==> config.mk <==
export PLATFORM = sky130hd
export DESIGN_NAME = opi_xfer_seq
export DESIGN_NICKNAME = d
export VERILOG_FILES = /design/src/rtl/opi_xfer_seq.sv
export SDC_FILE = /design/constraint.sdc
export NUM_CORES = 1
export LEC_CHECK = 0
export ABC_AREA = 1
export CORE_ASPECT_RATIO = 1.2
export CORE_MARGIN = 10
export CORE_UTILIZATION = 40
export CTS_CLUSTER_SIZE = 12
export DETAILED_ROUTE_END_ITERATION = 12
export PLACE_DENSITY = 0.71
export SYNTH_ARGS = -nofsm -noshare
export SYNTH_HDL_FRONTEND = slang
export SYNTH_SLANG_ARGS = --single-unit
==> constraint.sdc <==
create_clock -name clkin50 -period 1.7 [get_ports clkin50]
set_input_delay 0.255 -clock clkin50 [delete_from_list [all_inputs] [get_ports clkin50]]
set_output_delay 0.255 -clock clkin50 [all_outputs]
set_load 0.005 [all_outputs]
==> src/rtl/opi_xfer_seq.sv <==
`default_nettype none
// +--------------------------------------------------------------------------+
// | opi_xfer_seq                                                             |
// | Octal-SPI transmit-path transaction sequencer: cmd/addr/dummy/data       |
// | phases into the 32b->8b gearbox, plus chip-select tail and CS-high time. |
// | Revision: 1.0                                                            |
// +--------------------------------------------------------------------------+
module opi_xfer_seq #(
    parameter int LEN_W    = 8,
    parameter int DUMMY_W  = 5,
    parameter int TAIL_CYC = 3,
    parameter int CSH_CYC  = 2
) (
    input  logic               clkin50,
    input  logic               reset,
    input  logic               req_valid,
    output logic               req_ready,
    input  logic               req_write,
    input  logic [15:0]        req_cmd,
    input  logic [31:0]        req_addr,
    input  logic [LEN_W-1:0]   req_len,
    input  logic [DUMMY_W-1:0] req_dummy,
    input  logic               wdata_valid,
    input  logic [31:0]        wdata,
    output logic               wdata_ready,
    output logic               phy_strobe,
    output logic               phy_lo16b,
    output logic [31:0]        phy_din,
    output logic               cs_n,
    output logic               rx_en,
    output logic               busy,
    output logic               done,
    output logic               err_underrun
);

    // One shared phase counter, wide enough for the 2*len read window,
    // the dummy run and the tail/CS-high intervals.
    localparam int c_w_a   = (LEN_W + 1 > DUMMY_W) ? LEN_W + 1 : DUMMY_W;
    localparam int c_w_b   = ($clog2(TAIL_CYC) > $clog2(CSH_CYC)) ? $clog2(TAIL_CYC) : $clog2(CSH_CYC);
    localparam int c_cnt_w = (c_w_a > c_w_b) ? c_w_a : c_w_b;

    localparam logic [c_cnt_w-1:0] c_tail_last = c_cnt_w'(TAIL_CYC - 1);
    localparam logic [c_cnt_w-1:0] c_csh_last  = c_cnt_w'(CSH_CYC - 1);
    localparam logic [c_cnt_w-1:0] c_cnt_one   = c_cnt_w'(1);
    localparam logic [LEN_W-1:0]   c_word_one  = LEN_W'(1);

    localparam logic [3:0] c_s_idle  = 4'd0;
    localparam logic [3:0] c_s_cmd   = 4'd1;
    localparam logic [3:0] c_s_gap   = 4'd2;
    localparam logic [3:0] c_s_addr  = 4'd3;
    localparam logic [3:0] c_s_dummy = 4'd4;
    localparam logic [3:0] c_s_wdata = 4'd5;
    localparam logic [3:0] c_s_rdata = 4'd6;
    localparam logic [3:0] c_s_tail  = 4'd7;
    localparam logic [3:0] c_s_csh   = 4'd8;

    logic [3:0]         r_state;
    logic [3:0]         r_gap_next;
    logic [c_cnt_w-1:0] r_cnt;
    logic [LEN_W-1:0]   r_words;
    logic               r_rdy_en;
    logic               r_err;
    logic               r_write;
    logic [15:0]        r_cmd;
    logic [31:0]        r_addr;
    logic [LEN_W-1:0]   r_len;
    logic [DUMMY_W-1:0] r_dummy;

    logic [3:0]         w_data_state;
    logic [c_cnt_w-1:0] w_dummy_last;
    logic [c_cnt_w-1:0] w_rd_last;

    assign w_data_state = (r_len == '0) ? c_s_tail : (r_write ? c_s_wdata : c_s_rdata);
    assign w_dummy_last = c_cnt_w'(r_dummy) - c_cnt_one;
    assign w_rd_last    = c_cnt_w'({r_len, 1'b0}) - c_cnt_one;

    always_ff @(posedge clkin50) begin
        if (reset) begin
            r_state    <= c_s_idle;
            r_gap_next <= c_s_idle;
            r_cnt      <= '0;
            r_words    <= '0;
            r_rdy_en   <= 1'b0;
            r_err      <= 1'b0;
            r_write    <= 1'b0;
            r_cmd      <= '0;
            r_addr     <= '0;
            r_len      <= '0;
            r_dummy    <= '0;
        end else begin
            r_rdy_en <= 1'b1;
            case (r_state)
                c_s_idle: begin
                    if (req_valid && r_rdy_en) begin
                        r_write <= req_write;
                        r_cmd   <= req_cmd;
                        r_addr  <= req_addr;
                        r_len   <= req_len;
                        r_dummy <= req_dummy;
                        r_words <= req_len;
                        r_err   <= 1'b0;
                        r_cnt   <= '0;
                        r_state <= c_s_cmd;
                    end
                end
                c_s_cmd: begin
                    r_gap_next <= c_s_addr;
                    r_state    <= c_s_gap;
                end
                c_s_addr: begin
                    r_gap_next <= (r_dummy != '0) ? c_s_dummy : w_data_state;
                    r_state    <= c_s_gap;
                end
                c_s_gap: begin
                    r_cnt   <= '0;
                    r_state <= r_gap_next;
                end
                c_s_dummy: begin
                    if (r_cnt == w_dummy_last) begin
                        r_cnt   <= '0;
                        r_state <= w_data_state;
                    end else begin
                        r_cnt <= r_cnt + c_cnt_one;
                    end
                end
                c_s_wdata: begin
                    // An empty slot is an underrun: hold the slot open until data shows up.
                    if (wdata_valid) begin
                        r_words    <= r_words - c_word_one;
                        r_gap_next <= (r_words == c_word_one) ? c_s_tail : c_s_wdata;
                        r_state    <= c_s_gap;
                    end else begin
                        r_err <= 1'b1;
                    end
                end
                c_s_rdata: begin
                    if (r_cnt == w_rd_last) begin
                        r_cnt   <= '0;
                        r_state <= c_s_tail;
                    end else begin
                        r_cnt <= r_cnt + c_cnt_one;
                    end
                end
                c_s_tail: begin
                    if (r_cnt == c_tail_last) begin
                        r_cnt   <= '0;
                        r_state <= c_s_csh;
                    end else begin
                        r_cnt <= r_cnt + c_cnt_one;
                    end
                end
                c_s_csh: begin
                    if (r_cnt == c_csh_last) begin
                        r_cnt   <= '0;
                        r_state <= c_s_idle;
                    end else begin
                        r_cnt <= r_cnt + c_cnt_one;
                    end
                end
                default: begin
                    r_cnt   <= '0;
                    r_state <= c_s_idle;
                end
            endcase
        end
    end

    // Gearbox controls decode straight from state so the write word and its
    // ready land in the same cycle as wdata_valid.
    always_comb begin
        phy_strobe  = 1'b0;
        phy_lo16b   = 1'b0;
        phy_din     = '0;
        wdata_ready = 1'b0;
        rx_en       = 1'b0;
        case (r_state)
            c_s_cmd: begin
                phy_strobe = 1'b1;
                phy_lo16b  = 1'b1;
                phy_din    = {16'h0000, r_cmd};
            end
            c_s_addr: begin
                phy_strobe = 1'b1;
                phy_din    = {r_addr[15:0], r_addr[31:16]};
            end
            c_s_wdata: begin
                if (wdata_valid) begin
                    phy_strobe  = 1'b1;
                    phy_din     = wdata;
                    wdata_ready = 1'b1;
                end
            end
            c_s_rdata: begin
                rx_en = 1'b1;
            end
            default: begin
                phy_strobe = 1'b0;
            end
        endcase
    end

    assign cs_n         = (r_state == c_s_idle) || (r_state == c_s_csh);
    assign busy         = (r_state != c_s_idle);
    assign req_ready    = (r_state == c_s_idle) && r_rdy_en;
    assign done         = (r_state == c_s_csh) && (r_cnt == '0);
    assign err_underrun = r_err;

endmodule
`default_nettype wire

==> results by group <==
Run status
  • Status: finished, violations left
  • Failing checks: setup timing

GRT
  • Global route overflow: 0
  • Antenna violations before repair: 0
  • Met1 usage: 21.8%
  • GRT busiest layer: met2
  • Vias in the first global route: 5753
  • Largest net degree at the start of global routing: 53
  • Total GRT Usage: 21.0%
  • Met2 Use GR: 37.6%
  • First-pass GRT wire length: 28700 µm
  • Met3 usage: 7.28%

Route
  • First drt pass iteration count: 5
  • Initial DRC Count: 282
  • Final wirelength: 17900 µm
  • Via density: 5.02
  • Vias post-DR: 5650
  • Avg WL per Cell: 15.9 µm
  • DRC: 0
  • Routed Antenna Nets: 0

STA
  • Max Transition Viols Final: 0
  • Endpoints failing setup: 122
  • Final Cycle Share: 124%
  • RSZ-0062 raised after global routing: true
  • Total negative setup slack: -21670 ps
  • Worst rel slew slack: 57.1%
  • Final Hold Viols: 0
  • Final setup margin: -409 ps
  • Achievable frequency: 0.474 GHz
  • Min cycle time layout: 2110 ps
  • Clk_skew: 5.92 ps
  • Worst Tran Pin Value: 642 ps

Setup path
  • Type of element capturing the critical path: output port
  • Cell family with most CP delay: buffers and inverters
  • CP Class: flop to output port
  • Critical Path RT: 1440 ps
  • Critical Path AT: 1850 ps
  • CP cell instances: inv_2, nand2_4, nor3_4, inv_2, nor2_4, buf_6, buf_16, buf_6, buf_6, nand2_2, o21ai_1, buf_2
  • Critical Path Most Common Cell: buf_6
  • Crit-path max FO: 4
  • Startpoint Class: flop
  • CP peak stage delay: 330 ps
  • Crit-path slowest cell: dfxtp_2
  • Buf/Inv on CP: 7

Cells and area
  • Final net count: 1072
  • Most common cell after layout, fill and taps aside: nand2_1
  • Most frequent cells in the layout: nand2_1 (184), clkdlybuf4s50_1 (98), inv_1 (79)
  • Share of layout cells above drive strength 1: 26.1%
  • Layout area overhead: 63.4%
  • ANT cells: 0

Yosys
  • Syn Inst Count: 746
  • XOR/XNOR share of the synthesized area: 1.82%
  • Synth warn: 0
  • Avg Inst Size Synth: 6.47 µm²
  • Post-Syn Nets: 853
  • Synth Flop Type: dfxtp_1
  • Mux contribution to synthesized area: 0%
  • Top cells by area, synth: dfxtp_1 (37%), nand2_1 (17%), a21oi_1 (7.7%)
  • Post-synth EDFFs: 0
  • Compound-gate portion of the synthesized area: 19.3%
  • Yosys cell types: 33
  • Adder-cell share of the synthesized area: 2.33%
  • Simple-Gate Fraction of Synth Area: 28.3%
  • Post-synthesis register bit count: 88
  • Seq/Total Area, Yosys: 36.5%
  • Main combinational cell family by area after synthesis: simple AND/OR/NAND/NOR gates
  • Async SR Flop Fraction: 0%
  • Largest area contributor in the netlist: dfxtp_1
  • Yosys top cell area share: 36.5%
  • Netlist Area Pre-Place: 4820 µm²

Place
  • Pre-CTS setup slack: -431 ps
  • Hpwl dp: 11600 µm
  • Gpl congestion: 0.888
  • # port buffers: 138

Power and ir drop
  • Leak: 3.49 nW
  • PD cells: 1160 nW/µm²
  • Total power: 9.16 mW
  • Peak supply drop: 0.558 mV

Job
  • Max_cap viols: 0

Floorplan
  • Die X: 120 µm
  • Core area: 11700 µm²
  • DIE HEIGHT: 140 µm
  • Starting Density: 41.3%
  • Die ar.: 16900 µm²
  • I/O Pins: 139
  • Site Rows: 43

Clock network
  • Hold buffer count at CTS: 0
  • Reg clk slew, reported paths: 60 ps
  • CTS tree: done
  • CTS buffer count: 9
  • Insertion delay to the later sink of the worst-skew pair: 340 ps
  • CTS sink cnt: 88
  • Longest Clk Path Bufs: 2
  • # H-tree levels: 3
  • CTS root buf: clkbuf_16

Worst hold path
  • Worst min path class: flop to flop
[where the power goes]
group	internal, mW	switching [mW]
Clock	1.17	0.810
Combinational	2.12	2.35
Sequential	2.47	0.238
[synthesized netlist by cell type, types with 4 or more instances]
| cell | instances |
|---|---|
| nand2_1 | 213 |
| dfxtp_1 | 88 |
| inv_1 | 85 |
| a21oi_1 | 74 |
| o21ai_0 | 68 |
| nor2_1 | 59 |
| nand3_1 | 27 |
| clkbuf_1 | 20 |
| o211ai_1 | 19 |
| inv_2 | 13 |
| buf_2 | 12 |
| ha_1 | 9 |
| nand4_1 | 9 |
| xor2_1 | 6 |
| nor2_2 | 5 |
| nor3_1 | 4 |
| xnor2_1 | 4 |
[layer usage]
layer / wire (µm) / up-vias / part of all wire, %
met5: 0 / - / 0
met4: 477 / 0 / 2.7
met3: 1440 / 35 / 8.0
met2: 9220 / 184 / 51
met1: 6780 / 2595 / 38
li1: - / 2836 / -
[metrics by stage]
step,util [%],hold slack [ps],instances,cell area (µm²)
after global routing,67.5,475,1126,7890
final,67.5,452,1126,7890
after CTS,66.4,454,1120,7750
after floorplan,-,399,746,4830
after global placement,58.2,444,1069,6790
after detailed placement,58.2,443,1069,6790
[worst paths after layout]
path         startpoint     endpoint  slack (ps)  cells after the start
max          r_state[3]  phy_din[29]        -410                     12
min          r_addr[24]   r_addr[24]         450                      2
max reg2reg  r_state[1]    r_addr[3]        -230                     13
min reg2reg  r_addr[24]   r_addr[24]         450                      2
[worst register-to-register path: cells and delay by family (launching register included)]
kind | cells | cell delay [ps]
buffers and inverters | 7 | 840
and+or+nand+nor | 4 | 430
DFF | 1 | 360
AOI/OAI and AO/OA | 2 | 190
[timing repair]
action                     in CTS  in global routing
buffers inserted               24                 10
setup endpoints to repair     101                126
pin swaps                      21                 19
cloned                         15                  0
gates resized for setup       284                 44
hold endpoints to repair        0                  0
[sequential cells by signal (all words and copies together) (netlist names)]
signal / cells
err_underrun: 1
r_addr: 32
r_cmd: 16
r_cnt: 9
r_dummy: 5
r_gap_next: 3
r_len: 8
r_rdy_en: 1
r_state: 4
r_words: 8
r_write: 1
[area by class of cell]
class / instances / area (µm²)
Clock inverter: 3 / 42.5
Inverter: 102 / 400
Multi-Input combinational cell: 523 / 2810
Clock buffer: 12 / 246
Tap cell: 157 / 196
Sequential cell: 88 / 1780
Fill cell: 952 / 3790
Timing Repair Buffer: 241 / 2410
[cells by family after synthesis]
kind of cell             after synthesis
buffers and inverters                138
AO/OA/AOI/OAI                        173
adder cells (fa/ha/maj)                9
flip-flops                            88
XOR/XNOR                              10
AND/OR/NAND/NOR                      328
Power figures use the tool's default switching activity.
==> RTL edit, RTL diff (same flow settings) <==
Reset style: asynchronous (`reset`), changed in one clocked block.
--- a/src/rtl/opi_xfer_seq.sv
+++ b/src/rtl/opi_xfer_seq.sv
@@ -76,3 +76,3 @@
 
-    always_ff @(posedge clkin50) begin
+    always_ff @(posedge clkin50 or posedge reset) begin
         if (reset) begin
Formal check against the unedited RTL: differs if reset is asserted again (counterexample within 4 cycles, from zero or initial values and one cycle with reset high); with reset held inactive, the same outputs for 10 cycles.
==> RTL edit against the original RTL <==
- the flow still finishes with violations (negative setup slack)
- power up 54%
- count of clock-buffer cells in the layout down 2
- worst setup slack worse by 0.068 ns
- register-to-register slack worse by 0.02 ns
- cell area up 18%
- global-route usage up 3.4 points
- wire length up 30%
- combinational power up 85%
- sequential cell count unchanged
- critical path type unchanged
- highest routed layer unchanged
- maximum frequency down 3.1%
- area after synthesis up 5.1%
- largest cell class unchanged
==> RTL edit: results (changes against the original RTL) <==
ys_types: 42  # +27%
setup_ws_ns: -0.4764  # -0.06765 ns
critPathMaxFanout: 13  # +9
violations: "negative setup slack"
holdWs_ns: 0.1497  # -0.3019 ns
r2r-start: "r_state[3]"
reg2regPathDepth: 11  # -2
wirelength_um: 23360  # +30%
ir_worst_vdd_mv: 0.7849  # +41%
synth-compound-area-share_pct: 11.06  # -8.3 points
post-dp-hpwl_um: 11630  # about the same
vias_per_cell: 5.405  # +7.7%
grt_first_pass_wirelength_um: 33500  # +17%
r2r-end: "r_words[2]"
r2r_setup_slack_ns: -0.25  # -0.02 ns
p_int_mw: 7.979  # +38%
fin_skew_ns: 0.007014  # +0.001098 ns
dpl.cell_count: 1042  # -2.5%
first_global_vias: 6515  # +13%
async_flop_share_pct: 100.0  # +100 points
outcome: "finished with violations"
synth_xor_area_share_pct: 1.555  # -0.26 points
p_leak_nw: 4.633  # +33%
slowest_delay_ns: 0.42  # +0.09 ns
setup_viol: 123  # +0.82%
synth_fa_ha_area_share_pct: 2.221  # -0.11 points
gr-usage-met3_pct: 6.672  # -0.61 points
finalSetupTns_ns: -22.59  # -0.9229 ns
p_comb_share_pct: 58.8  # +10 points
post_layout_nonfiller_instances: 1122  # -0.36%
drt_iter0_markers: 408  # +45%
grt_util_all_layers_pct: 24.40  # +3.4 points
gr-usage-met1_pct: 25.39  # +3.6 points
hold_path_class: "input port to asynchronous set/reset pin"
dominantRegCellSynth: "dfrtp_1"
gp_congestion: 0.8844  # -0.43%
place_ws_ns: -0.4059  # +0.02511 ns
synth_nets: 807  # -5.4%
RTL edit: changes by cell type after synthesis, moves of 7 or more:
cell	change
a21oi_1	-66
clkbuf_1	-15
dfrtp_1	+88
dfxtp_1	-88
inv_1	-17
nand2_1	+74
nor2_1	-33
nor2_2	+7
o211ai_1	-7
o21ai_0	-24
o21ai_1	+20
RTL edit: repair_timing:
| item | CTS | global route |
|---|---|---|
| hold buffers | 0 | 0 |
| pin swaps | 33 | 45 |
| gates resized for setup | 345 | 208 |
| hold endpoints to repair | 0 | 0 |
| buffers inserted | 38 | 14 |
| cloned | 25 | 2 |
| setup endpoints to repair | 123 | 127 |
RTL edit: layer usage:
layer	vias up	share of wire, %
li1	2725	-
met1	2898	35
met2	328	51
met3	113	8.1
met4	0	6.3
met5	-	0
RTL edit: final cells by class:
type,count,area [µm²]
clock inverter,6,51.30
tap,164,205.2
multi-input combinational,502,3327
sequential,88,2202
fill,787,3268
inverter,88,380.4
timing repair buffer,263,2882
timing repair inverter,1,11.26
clock buffer,10,229.0
